--- src/rtl/funnel_rr_buffered.sv ---
// N-to-1 funnel: per-channel FIFOs drained round-robin into one registered, tagged output.
// Optional per-channel beat counters are built when FUNNEL_COUNT_EN is defined.
module funnel_rr_buffered #(
  parameter int WIDTH = 32,
  parameter int NCH   = 4,
  parameter int DEPTH = 4,
  localparam int TAGW = $clog2(NCH)
) (
  input  logic                 CLK,
  input  logic                 nRST,
  input  logic [NCH-1:0]       in_enq__ENA,
  input  logic [NCH*WIDTH-1:0] in_enq_v,
  output logic [NCH-1:0]       in_enq__RDY,
  output logic                 out_enq__ENA,
  output logic [WIDTH-1:0]     out_enq_v,
  output logic [TAGW-1:0]      out_enq_tag,
  input  logic                 out_enq__RDY
`ifdef FUNNEL_COUNT_EN
  ,
  input  logic [TAGW-1:0]      cnt_sel,
  output logic [15:0]          cnt_value
`endif
);

  localparam int AW = $clog2(DEPTH);

  logic [WIDTH-1:0] mem_q    [NCH][DEPTH];
  logic [AW:0]      wr_ptr_q [NCH];
  logic [AW:0]      wr_ptr_d [NCH];
  logic [AW:0]      rd_ptr_q [NCH];
  logic [AW:0]      rd_ptr_d [NCH];

  logic [NCH-1:0]   full;
  logic [NCH-1:0]   nonempty;
  logic [NCH-1:0]   push;
  logic [NCH-1:0]   pop;

  logic [TAGW-1:0]  rr_ptr_q, rr_ptr_d;
  logic [TAGW-1:0]  gnt;
  logic             gnt_vld;
  logic             load;

  logic             valid_q, valid_d;
  logic [WIDTH-1:0] data_q, data_d;
  logic [TAGW-1:0]  tag_q, tag_d;

  function automatic logic [TAGW-1:0] rr_idx(input logic [TAGW-1:0] base, input int k);
    return TAGW'((int'(base) + k) % NCH);
  endfunction

  // Ready depends only on occupancy, so a full FIFO stays not-ready even if it pops this cycle.
  always_comb begin
    for (int i = 0; i < NCH; i++) begin
      full[i]     = (wr_ptr_q[i][AW] != rd_ptr_q[i][AW]) &&
                    (wr_ptr_q[i][AW-1:0] == rd_ptr_q[i][AW-1:0]);
      nonempty[i] = (wr_ptr_q[i] != rd_ptr_q[i]);
    end
  end

  assign in_enq__RDY = ~full;
  assign push        = in_enq__ENA & ~full;

  // Scan from the far end so the closest non-empty channel to rr_ptr_q wins.
  always_comb begin
    gnt     = '0;
    gnt_vld = 1'b0;
    for (int k = NCH - 1; k >= 0; k--) begin
      if (nonempty[rr_idx(rr_ptr_q, k)]) begin
        gnt     = rr_idx(rr_ptr_q, k);
        gnt_vld = 1'b1;
      end
    end
  end

  assign load = (!valid_q || out_enq__RDY) && gnt_vld;

  always_comb begin
    pop = '0;
    if (load) pop[gnt] = 1'b1;
    for (int i = 0; i < NCH; i++) begin
      wr_ptr_d[i] = wr_ptr_q[i] + {{AW{1'b0}}, push[i]};
      rd_ptr_d[i] = rd_ptr_q[i] + {{AW{1'b0}}, pop[i]};
    end
  end

  always_comb begin
    valid_d  = valid_q;
    data_d   = data_q;
    tag_d    = tag_q;
    rr_ptr_d = rr_ptr_q;
    if (load) begin
      valid_d  = 1'b1;
      data_d   = mem_q[gnt][rd_ptr_q[gnt][AW-1:0]];
      tag_d    = gnt;
      rr_ptr_d = (int'(gnt) == NCH - 1) ? '0 : gnt + 1'b1;
    end else if (out_enq__RDY) begin
      valid_d = 1'b0;
    end
  end

  // Storage carries no reset; validity is defined entirely by the pointers.
  always_ff @(posedge CLK) begin
    for (int i = 0; i < NCH; i++) begin
      if (push[i]) mem_q[i][wr_ptr_q[i][AW-1:0]] <= in_enq_v[i*WIDTH +: WIDTH];
    end
  end

  always_ff @(posedge CLK or negedge nRST) begin
    if (!nRST) begin
      for (int i = 0; i < NCH; i++) begin
        wr_ptr_q[i] <= '0;
        rd_ptr_q[i] <= '0;
      end
      rr_ptr_q <= '0;
      valid_q  <= 1'b0;
      data_q   <= '0;
      tag_q    <= '0;
    end else begin
      for (int i = 0; i < NCH; i++) begin
        wr_ptr_q[i] <= wr_ptr_d[i];
        rd_ptr_q[i] <= rd_ptr_d[i];
      end
      rr_ptr_q <= rr_ptr_d;
      valid_q  <= valid_d;
      data_q   <= data_d;
      tag_q    <= tag_d;
    end
  end

  assign out_enq__ENA = valid_q;
  assign out_enq_v    = data_q;
  assign out_enq_tag  = tag_q;

`ifdef FUNNEL_COUNT_EN
  logic [15:0] cnt_q [NCH];
  logic [15:0] cnt_d [NCH];

  // A pop is exactly a load of that channel into the output register.
  always_comb begin
    for (int i = 0; i < NCH; i++) cnt_d[i] = cnt_q[i] + {15'd0, pop[i]};
  end

  always_ff @(posedge CLK or negedge nRST) begin
    if (!nRST) begin
      for (int i = 0; i < NCH; i++) cnt_q[i] <= '0;
    end else begin
      for (int i = 0; i < NCH; i++) cnt_q[i] <= cnt_d[i];
    end
  end

  assign cnt_value = (int'(cnt_sel) < NCH) ? cnt_q[cnt_sel] : '0;
`endif

endmodule

--- config.mk ---
export PLATFORM = sky130hd
export DESIGN_NAME = funnel_rr_buffered
export DESIGN_NICKNAME = d
export VERILOG_FILES = /design/src/rtl/funnel_rr_buffered.sv
export SDC_FILE = /design/constraint.sdc
export NUM_CORES = 1
export LEC_CHECK = 0
export ABC_AREA = 1
export BUFFER_PORTS_ARGS = -buffer_cell sky130_fd_sc_hd__buf_2
export CAP_MARGIN = 20
export CORE_MARGIN = 2
export CORE_UTILIZATION = 41
export CTS_CLUSTER_SIZE = 25
export DETAILED_ROUTE_END_ITERATION = 6
export PLACE_DENSITY_LB_ADDON = 0.08
export SYNTH_ARGS = -nofsm -noshare
export SYNTH_HDL_FRONTEND = slang
export SYNTH_SLANG_ARGS = --single-unit
export TNS_END_PERCENT = 30
--- constraint.sdc ---
create_clock -name CLK -period 3.4 [get_ports CLK]
set_input_delay 0.34 -clock CLK [delete_from_list [all_inputs] [get_ports CLK]]
set_output_delay 0.34 -clock CLK [all_outputs]
set_load 0.01 [all_outputs]
==> metrics.csv, run 1 <==
metric,value,unit
status,"complete, no violations",
boundaryPins,174,
synth_simple_gate_area_frac,0.243,
area_delta_synth_final,21.6,%
dpl.cell_count,2959,
wl_per_cell,22.2,um
fin_cells,3208,
drc,0,
rrSetupSlack,0.29,ns
worst_pin_slew,0.836,ns
reg2reg_depth,11,
final-setup-viol-count,0,
start_util,0.415,
crit_fanout,35,
cts_tree,yes,
cp-end-kind,flop,
wl,71300,um
r2r_start,wr_ptr_q[10],
yosys_register_bits,573,
clk_latency,0.64,ns
required,3.95,ns
muxShareOfSynthArea,0,
slew_headroom,0.443,
syn-cell-area,0.0239,sq mm
critPathArrivalTime,3.67,ns
seq_area_frac_synth,0.706,
hp-class,input port to flop,
synth_compound_area_frac,0.00246,
max_freq,321,MHz
rows,88,
synthAdderAreaFrac,0.00836,
vias,17100,
synth_cell_types,27,
min_period_over_period,0.915,
worstSetupPathType,flop to flop,
clock_skew,0.0188,ns
core,0.0577,sq mm
startpoint_type,flop,
cts_made_buffers,61,
reg2reg_to,rr_ptr_q[1],
ant_nets,0,
drv_slew,0,
final_nets,2539,
syn_inst,2114,
rsz0062_at_grt,no,
final_layout_size_suffix_gt1_frac,0.142,
syn-num-nets,2265,
synth_area_per_cell,11.3,sq um
synthXorXnorAreaFrac,0.00476,
grt_max_degree,148,
cts_sinks,573,
globalplace.congestion,0.758,
cts_setup_buffers,0,
drt_iter0_markers,1381,
grt_pass1_wl,106000,um
antenna_found_initial,6,
critPathCapture,rr_ptr_q[1],
htreeDepth,2,
gr-usage-all-layers,0.237,
cts-root-buf,clkbuf_16,
critical_path.startpoint,wr_ptr_q[10],
dr.pass1.iters,7,
fillers,5248,
synth_top_family_by_area,simple AND/OR/NAND/NOR gates,
die_w,246,um
yosysWarnings,0,
fp.dieH,246,um
holdPathStages,4,
gr-total-overflow,0,
finalCriticalPeriod,3.11,ns
hpwl,38600,um
hold_viol_final,0,
vias_per_cell,5.34,
die_area,0.0603,sq mm
clockBufferDepth,3,
cts_hold_buf,130,
cts_resized,0,
port_buffers,173,
maxCapViolations,0,
grt_pass1_vias,16600,
clkTransAtPathRegs,0.06,ns
==> area by class of cell <==
cell class,instances,area [sq um],share of cell area
Timing Repair Buffer,349,2720,0.0935
Inverter,33,124,0.00426
Multi-Input combinational cell,1370,6320,0.217
Sequential cell,573,16900,0.581
Antenna cell,5,12.5,0.000430
Clock buffer,82,1700,0.0582
Clock inverter,31,370,0.0127
Tap cell,765,957,0.0329
==> critical path, cell delays in order (launching register included) <==
cell,delay [ns]
dfrtp_1,0.45
xnor2_1,0.36
nand4_1,0.17
nand2_1,0.13
nand2_1,0.07
a221oi_1,0.55
nor2_4,0.14
buf_4,0.27
inv_2,0.09
buf_4,0.55
a21oi_1,0.14
o21ai_0,0.10
==> synth_stat cells (all sizes together) <==
cell	instances	area, sq um
a21oi	2	10.0
a221oi	1	8.76
buf	124	663
clkbuf	14	52.6
clkinv	1	3.75
dfrtp	61	1530
edfxtp	512	15400
ha	16	200
inv	32	120
nand2	703	2670
nand3	591	2970
nand3b	1	7.51
nand4	12	75.1
nor2	8	30.0
nor3	16	80.1
o211ai	2	15.0
o21ai	5	25.0
xnor2	4	35.0
xor2	9	78.8
==> flip-flops by register name, summed over array words and instances (netlist names) <==
register      cells
mem_q           512
out_enq__ENA      1
out_enq_tag       2
out_enq_v        32
rd_ptr_q         12
rr_ptr_q          2
wr_ptr_q         12
==> cell usage in the layout, fill, tap and decap left out, drive strengths merged, types with 9 or more instances in the layout <==
cell type,Yosys,layout
clkbuf,14,82
nand3,591,591
xor2,9,9
buf,124,219
nand4,12,12
ha,16,16
dlygate4sd3,0,130
edfxtp,512,512
inv,32,36
nor3,16,16
nand2,703,703
dfrtp,61,61
clkinv,1,19
==> metal layers <==
layer / part of all wire / track usage / vias to the layer above
met5: 0.00043 / 0 / -
met4: 0.024 / 0.0713 / 6
met3: 0.061 / 0.0338 / 121
met2: 0.47 / 0.379 / 568
met1: 0.45 / 0.335 / 8449
li1: - / - / 7992
==> kinds of logic after synthesis <==
| logic type | Yosys count |
|---|---|
| adders and majority gates | 16 |
| DFF | 573 |
| buffers and inverters | 171 |
| AOI/OAI and AO/OA | 10 |
| xor gates and xnor gates | 13 |
| and+or+nand+nor | 1331 |
==> how the worst min path moves through the flow <==
stage,slack (ns),endpoint,startpoint
after floorplan,0.04,out_enq__ENA,nRST
after global placement,0.46,out_enq_v[29],out_enq_v[29]
after detailed placement,0.46,out_enq_tag[0],out_enq_tag[0]
after CTS,0.13,wr_ptr_q[0],in_enq__ENA[3]
after global routing,0.20,wr_ptr_q[3],in_enq__ENA[2]
final,0.16,wr_ptr_q[0],in_enq__ENA[3]
==> through the flow <==
stage	cell area, sq um	hold WS [ns]	worst slack (ns)	util	TNS (ns)
floorplan	23900	0.0444	-0.146	-	-69.27
global placement	25700	0.457	0.317	0.445	0
detailed placement	25700	0.462	0.320	0.445	0
CTS	29100	0.134	0.292	0.504	0
global route	29100	0.199	0.0109	0.504	0
finish	29100	0.162	0.288	0.504	0
Power of run 1 is left out: the tool's default activity adds up to more than one toggle a clock period on the data nets, which glitch-free logic cannot reach.
==> run 2, diff against run 1 <==
--- a/config.mk
+++ b/config.mk
@@ -8,8 +8,9 @@
 export ABC_AREA = 1
 export BUFFER_PORTS_ARGS = -buffer_cell sky130_fd_sc_hd__buf_2
 export CAP_MARGIN = 20
+export CORE_ASPECT_RATIO = 1.25
 export CORE_MARGIN = 2
-export CORE_UTILIZATION = 41
+export CORE_UTILIZATION = 42
 export CTS_CLUSTER_SIZE = 25
 export DETAILED_ROUTE_END_ITERATION = 6
 export PLACE_DENSITY_LB_ADDON = 0.08
==> metrics.csv, run 2 (synthesis gave the netlist of run 1 again) <==
metric,value,unit,change
cp_slowest_stage_delay,0.44,ns,-0.11 ns
mostFrequentLayoutCells,"694 x nand2_1, 590 x nand3_1, 512 x edfxtp_1, 172 x buf_2, 128 x dlygate4sd3_1",,
clk_latency,0.61,ns,-0.03 ns
final_common_cell,nand2_1,,
worst_pin_slew,0.980,ns,+0.144 ns
clockBufferDepth,3,,unchanged
ant_nets,0,,unchanged
globalplace.congestion,0.774,,+2.0%
hp-class,input port to flop,,
critPathArrivalTime,3.62,ns,-0.05 ns
wl_met1,30000,um,-6.0%
critical_path.startpoint,wr_ptr_q[7],,
clock_skew,0.0105,ns,-0.00834 ns
cts-root-buf,clkbuf_16,,
status,"complete, no violations",,
startpoint_type,flop,,
drc,0,,unchanged
crit_chain,"inv_1, nand2_1, nand2_1, nand4_1, nand3_1, nand2_1, inv_2, nand2_2, nand2_8, nand2_8, nand2_1, nand3_1, nand2_2, buf_12, nand2_1, nand3_1, nand2_1, nand2_1, nand2_1",,
dpl.cell_count,2938,,-0.71%
grt_pass1_wl,105000,um,-0.51%
tns,0,ns,unchanged
cts_setup_buffers,0,,unchanged
critPathTopFamily,simple AND/OR/NAND/NOR gates,,
r2r_start,wr_ptr_q[7],,
cts_made_buffers,58,,-4.9%
critPathSlowestCell,dfrtp_1,,
max_freq,320,MHz,-0.46%
antenna_found_initial,4,,-2
crit_fanout,48,,+37%
gr-total-overflow,0,,unchanged
die_area,0.0589,sq mm,-2.3%
fp.dieH,271,um,+10%
met3WireLength,3240,um,-25%
required,3.90,ns,-0.05 ns
fin_cells,3175,,-1.0%
area_delta_synth_final,20.6,%,
met2WireLength,35800,um,+7.3%
start_util,0.426,,+0.0111
boundaryPins,174,,unchanged
slew_headroom,0.347,,-0.0963
reg2reg_to,out_enq_v[2],,
rows,97,,+10%
grt_pass1_vias,17000,,+2.2%
wl,70800,um,-0.70%
core,0.0562,sq mm,-2.6%
final_layout_size_suffix_gt1_frac,0.139,,-0.00206
wl_per_cell,22.3,um,+0.33%
port_buffers,173,,unchanged
vias_per_cell,5.35,,+0.11%
min_to,mem_q[1][127],,
cts_tree,yes,,
vias,17000,,-0.92%
holdPathStages,1,,-3
reg2reg_depth,19,,+8
min_period_over_period,0.919,,+0.00419
drt_iter0_markers,1331,,-3.6%
drv_slew,0,,unchanged
largest_register_ffs,512,,unchanged
rsz0062_at_grt,no,,
hp-start,in_enq_v[63],,
htreeDepth,2,,unchanged
die_w,218,um,-11%
final_nets,2535,,-0.16%
grt_max_degree,200,,+35%
hold_viol_final,0,,unchanged
finalCriticalPeriod,3.13,ns,+0.0143 ns
rrSetupSlack,0.27,ns,about the same
hpwl,39800,um,+3.2%
gr-usage-all-layers,0.240,,+0.00355
dr.pass1.iters,7,,unchanged
cts_sinks,573,,unchanged
maxCapViolations,0,,unchanged
clkTransAtPathRegs,0.06,ns,about the same
path_buf_inv,3,,unchanged
final-setup-viol-count,0,,unchanged
crit_path_frequent_cell,nand2_1,,
worstSetupPathType,flop to flop,,
top_layer,met5,,
cp-end-kind,flop,,
## run 2: cell count changes in the layout (fill, tap and decap cells not counted), sizes merged
cell,previous run,this run
clkinv,19,7
bufinv,8,4
buf,219,220
dlygate4sd3,130,128
diode,5,2
inv,36,34
clkbuf,82,94
## run 2: area by class of cell
cell class | instances | area [sq um]
fill | 5010 | 27300
sequential | 573 | 16900
clock inverter | 13 | 183
clock buffer | 94 | 1740
tap | 742 | 928
timing repair buffer | 348 | 2660
antenna | 2 | 5.00
multi-input combinational | 1370 | 6330
inverter | 33 | 124
## run 2: per-layer routing
metal,GRT usage,vias up
met2,0.416,444
li1,-,7967
met4,0.0717,4
met1,0.313,8458
met5,0,-
met3,0.0329,106
## run 2: stage by stage
stage	hold WS, ns	setup slack (ns)	cell area [sq um]	utilization
final	0.0284	0.274	28900	0.514
after CTS	0.00112	0.295	28800	0.513
after detailed placement	0.461	0.322	25600	0.456
after global routing	0.00511	0.00600	28900	0.514
after global placement	0.458	0.371	25600	0.456
after floorplan	0.0444	-0.146	23900	-
## run 2: worst max-delay path by stage
| stage | end | slack, ns | cells after the start |
|---|---|---|---|
| floorplan | mem_q[1][0] | -0.15 | 6 |
| CTS | out_enq_v[20] | 0.30 | 18 |
| finish | out_enq_v[2] | 0.27 | 19 |
| global route | out_enq_v[26] | 0.006 | 17 |
| detailed placement | out_enq_v[20] | 0.32 | 16 |
| global placement | out_enq_v[24] | 0.37 | 16 |
## run 2: timing repair
action	CTS	global route
hold endpoints to repair	556	2
setup endpoints to repair	0	6
resized for setup	0	2
hold buffers	127	1
Power of run 2 is left out for the same reason.
==> run 3, diff against run 2 <==
--- a/config.mk
+++ b/config.mk
@@ -13,6 +13,7 @@
 export CORE_UTILIZATION = 42
 export CTS_CLUSTER_SIZE = 25
 export DETAILED_ROUTE_END_ITERATION = 6
+export GPL_TIMING_DRIVEN = 0
 export PLACE_DENSITY_LB_ADDON = 0.08
 export SYNTH_ARGS = -nofsm -noshare
 export SYNTH_HDL_FRONTEND = slang
==> metrics.csv, run 3 (synthesis gave the netlist of run 1 again) <==
metric,value,unit,change
fp.dieH,271,um,unchanged
globalplace.congestion,0.861,,+11%
final_layout_size_suffix_gt1_frac,0.182,,+0.0425
crit_fanout,10,,-79%
rsz0062_at_grt,yes,,
cts-root-buf,clkbuf_16,,
gr-total-overflow,0,,unchanged
required,3.91,ns,about the same
top_usage_layer,met2,,
core,0.0562,sq mm,unchanged
antenna_found_initial,2,,-2
gr-usage-all-layers,0.288,,+0.0481
worstSetupPathType,flop to flop,,
boundaryPins,174,,unchanged
vias,18500,,+8.9%
clock_skew,0.0268,ns,+0.0163 ns
vias_per_cell,5.55,,+3.8%
ant_nets,0,,unchanged
startpoint_type,flop,,
area_delta_synth_final,24.3,%,
grt_pass1_vias,18400,,+8.1%
die_area,0.0589,sq mm,unchanged
mostFrequentLayoutCells,"694 x nand2_1, 590 x nand3_1, 512 x edfxtp_1, 270 x buf_2, 130 x dlygate4sd3_1",,
use_met3,0.0440,,+0.0110
htreeDepth,2,,unchanged
hold_viol_final,0,,unchanged
hp-class,input port to flop,,
cts_tree,yes,,
wl,84900,um,+20%
final_nets,2691,,+6.2%
worst_pin_slew,0.968,ns,-0.0123 ns
critPathArrivalTime,3.69,ns,+0.07 ns
clk_latency,0.65,ns,+0.04 ns
dr.pass1.iters,6,,-1
rows,97,,unchanged
status,"complete, no violations",,
slew_headroom,0.351,,+0.00471
met1_usage,0.370,,+0.0570
cp-end-kind,flop,,
grt_pass1_wl,122000,um,+16%
final_util,0.529,,+0.0158
wl_per_cell,25.5,um,+14%
min_period_over_period,0.935,,+0.0154
clkTransAtPathRegs,0.06,ns,about the same
port_buffers,173,,unchanged
drv_slew,0,,unchanged
final_common_cell,nand2_1,,
cts_made_buffers,58,,unchanged
maxCapViolations,0,,unchanged
drt_iter0_markers,2001,,+50%
use_met2,0.497,,+0.0811
hpwl,60700,um,+52%
die_w,218,um,unchanged
final-setup-viol-count,0,,unchanged
max_freq,315,MHz,-1.6%
largest_register_ffs,512,,unchanged
start_util,0.426,,unchanged
finalCriticalPeriod,3.18,ns,+0.0524 ns
cts_sinks,573,,unchanged
clockBufferDepth,3,,unchanged
grt_max_degree,38,,-81%
drc,0,,unchanged
run 3: cell types whose count changed in the layout (fill, tap and decap cells not counted), moves of 9 or more:
cell	delta
buf_12	-11
buf_2	+98
buf_4	-13
buf_6	+53
clkbuf_1	+9
clkbuf_8	-14
clkinv_1	+12
run 3: final timing paths:
| check | start | to | slack, ns | cells after the start |
|---|---|---|---|---|
| setup / recovery | wr_ptr_q[1] | rd_ptr_q[11] | 0.22 | 15 |
| hold / removal | in_enq__ENA[3] | wr_ptr_q[0] | 0.18 | 4 |
| min in group asynchronous | nRST | out_enq_v[7] | 0.19 | 2 |
| max in group asynchronous | nRST | out_enq_v[17] | 2.60 | 3 |
| hold reg to reg | out_enq_v[0] | out_enq_v[0] | 0.47 | 2 |
| setup reg to reg | wr_ptr_q[1] | rd_ptr_q[11] | 0.22 | 15 |
run 3: routing by layer:
metal | share of wire | vias up
li1 | - | 8296
met1 | 0.39 | 9120
met2 | 0.50 | 914
met3 | 0.078 | 166
met4 | 0.032 | 2
met5 | 0.00013 | -
run 3: area by class of cell:
cell class / instances / area (sq um)
clock inverter: 32 / 344
antenna: 1 / 2.50
clock buffer: 77 / 1530
sequential: 573 / 16900
buffer: 138 / 728
fill: 4928 / 26400
inverter: 33 / 124
tap: 742 / 928
timing repair buffer: 366 / 2900
multi-input combinational: 1370 / 6290
run 3: stage by stage:
step | instance area (sq um) | setup TNS [ns] | worst slack [ns] | hold WS [ns] | std cells
2_1_floorplan | 23900 | -69.27 | -0.146 | 0.0444 | 2114
3_3_place_gp | 25700 | -1466.85 | -3.26 | 0.459 | 3029
3_5_place_dp | 26600 | 0 | 0.0764 | 0.291 | 3092
4_1_cts | 29700 | 0 | 0.0640 | 0.153 | 3331
5_1_grt | 29800 | -0.000846 | -0.000846 | 0.205 | 3332
6_report | 29800 | 0 | 0.221 | 0.176 | 3332
run 3: timing repair:
action,4_1_cts,5_1_grt
hold endpoints to repair,555,0
buffers inserted,0,0
endpoints found under the setup margin,0,40
hold buffers,130,0
gates resized for setup,0,15
run 3: worst max-delay path, cell delays in order (launching register included):
cell     delay (ns)
dfrtp_1        0.45
xnor2_1        0.30
nand4_1        0.20
nand3_1        0.19
nand2_1        0.08
inv_2          0.10
nand3_4        0.18
nand2_4        0.20
buf_4          0.29
buf_4          0.26
nor2_1         0.07
inv_1          0.14
nor2_1         0.07
ha_1           0.19
ha_1           0.19
xor2_1         0.14
Power of run 3 is left out for the same reason.
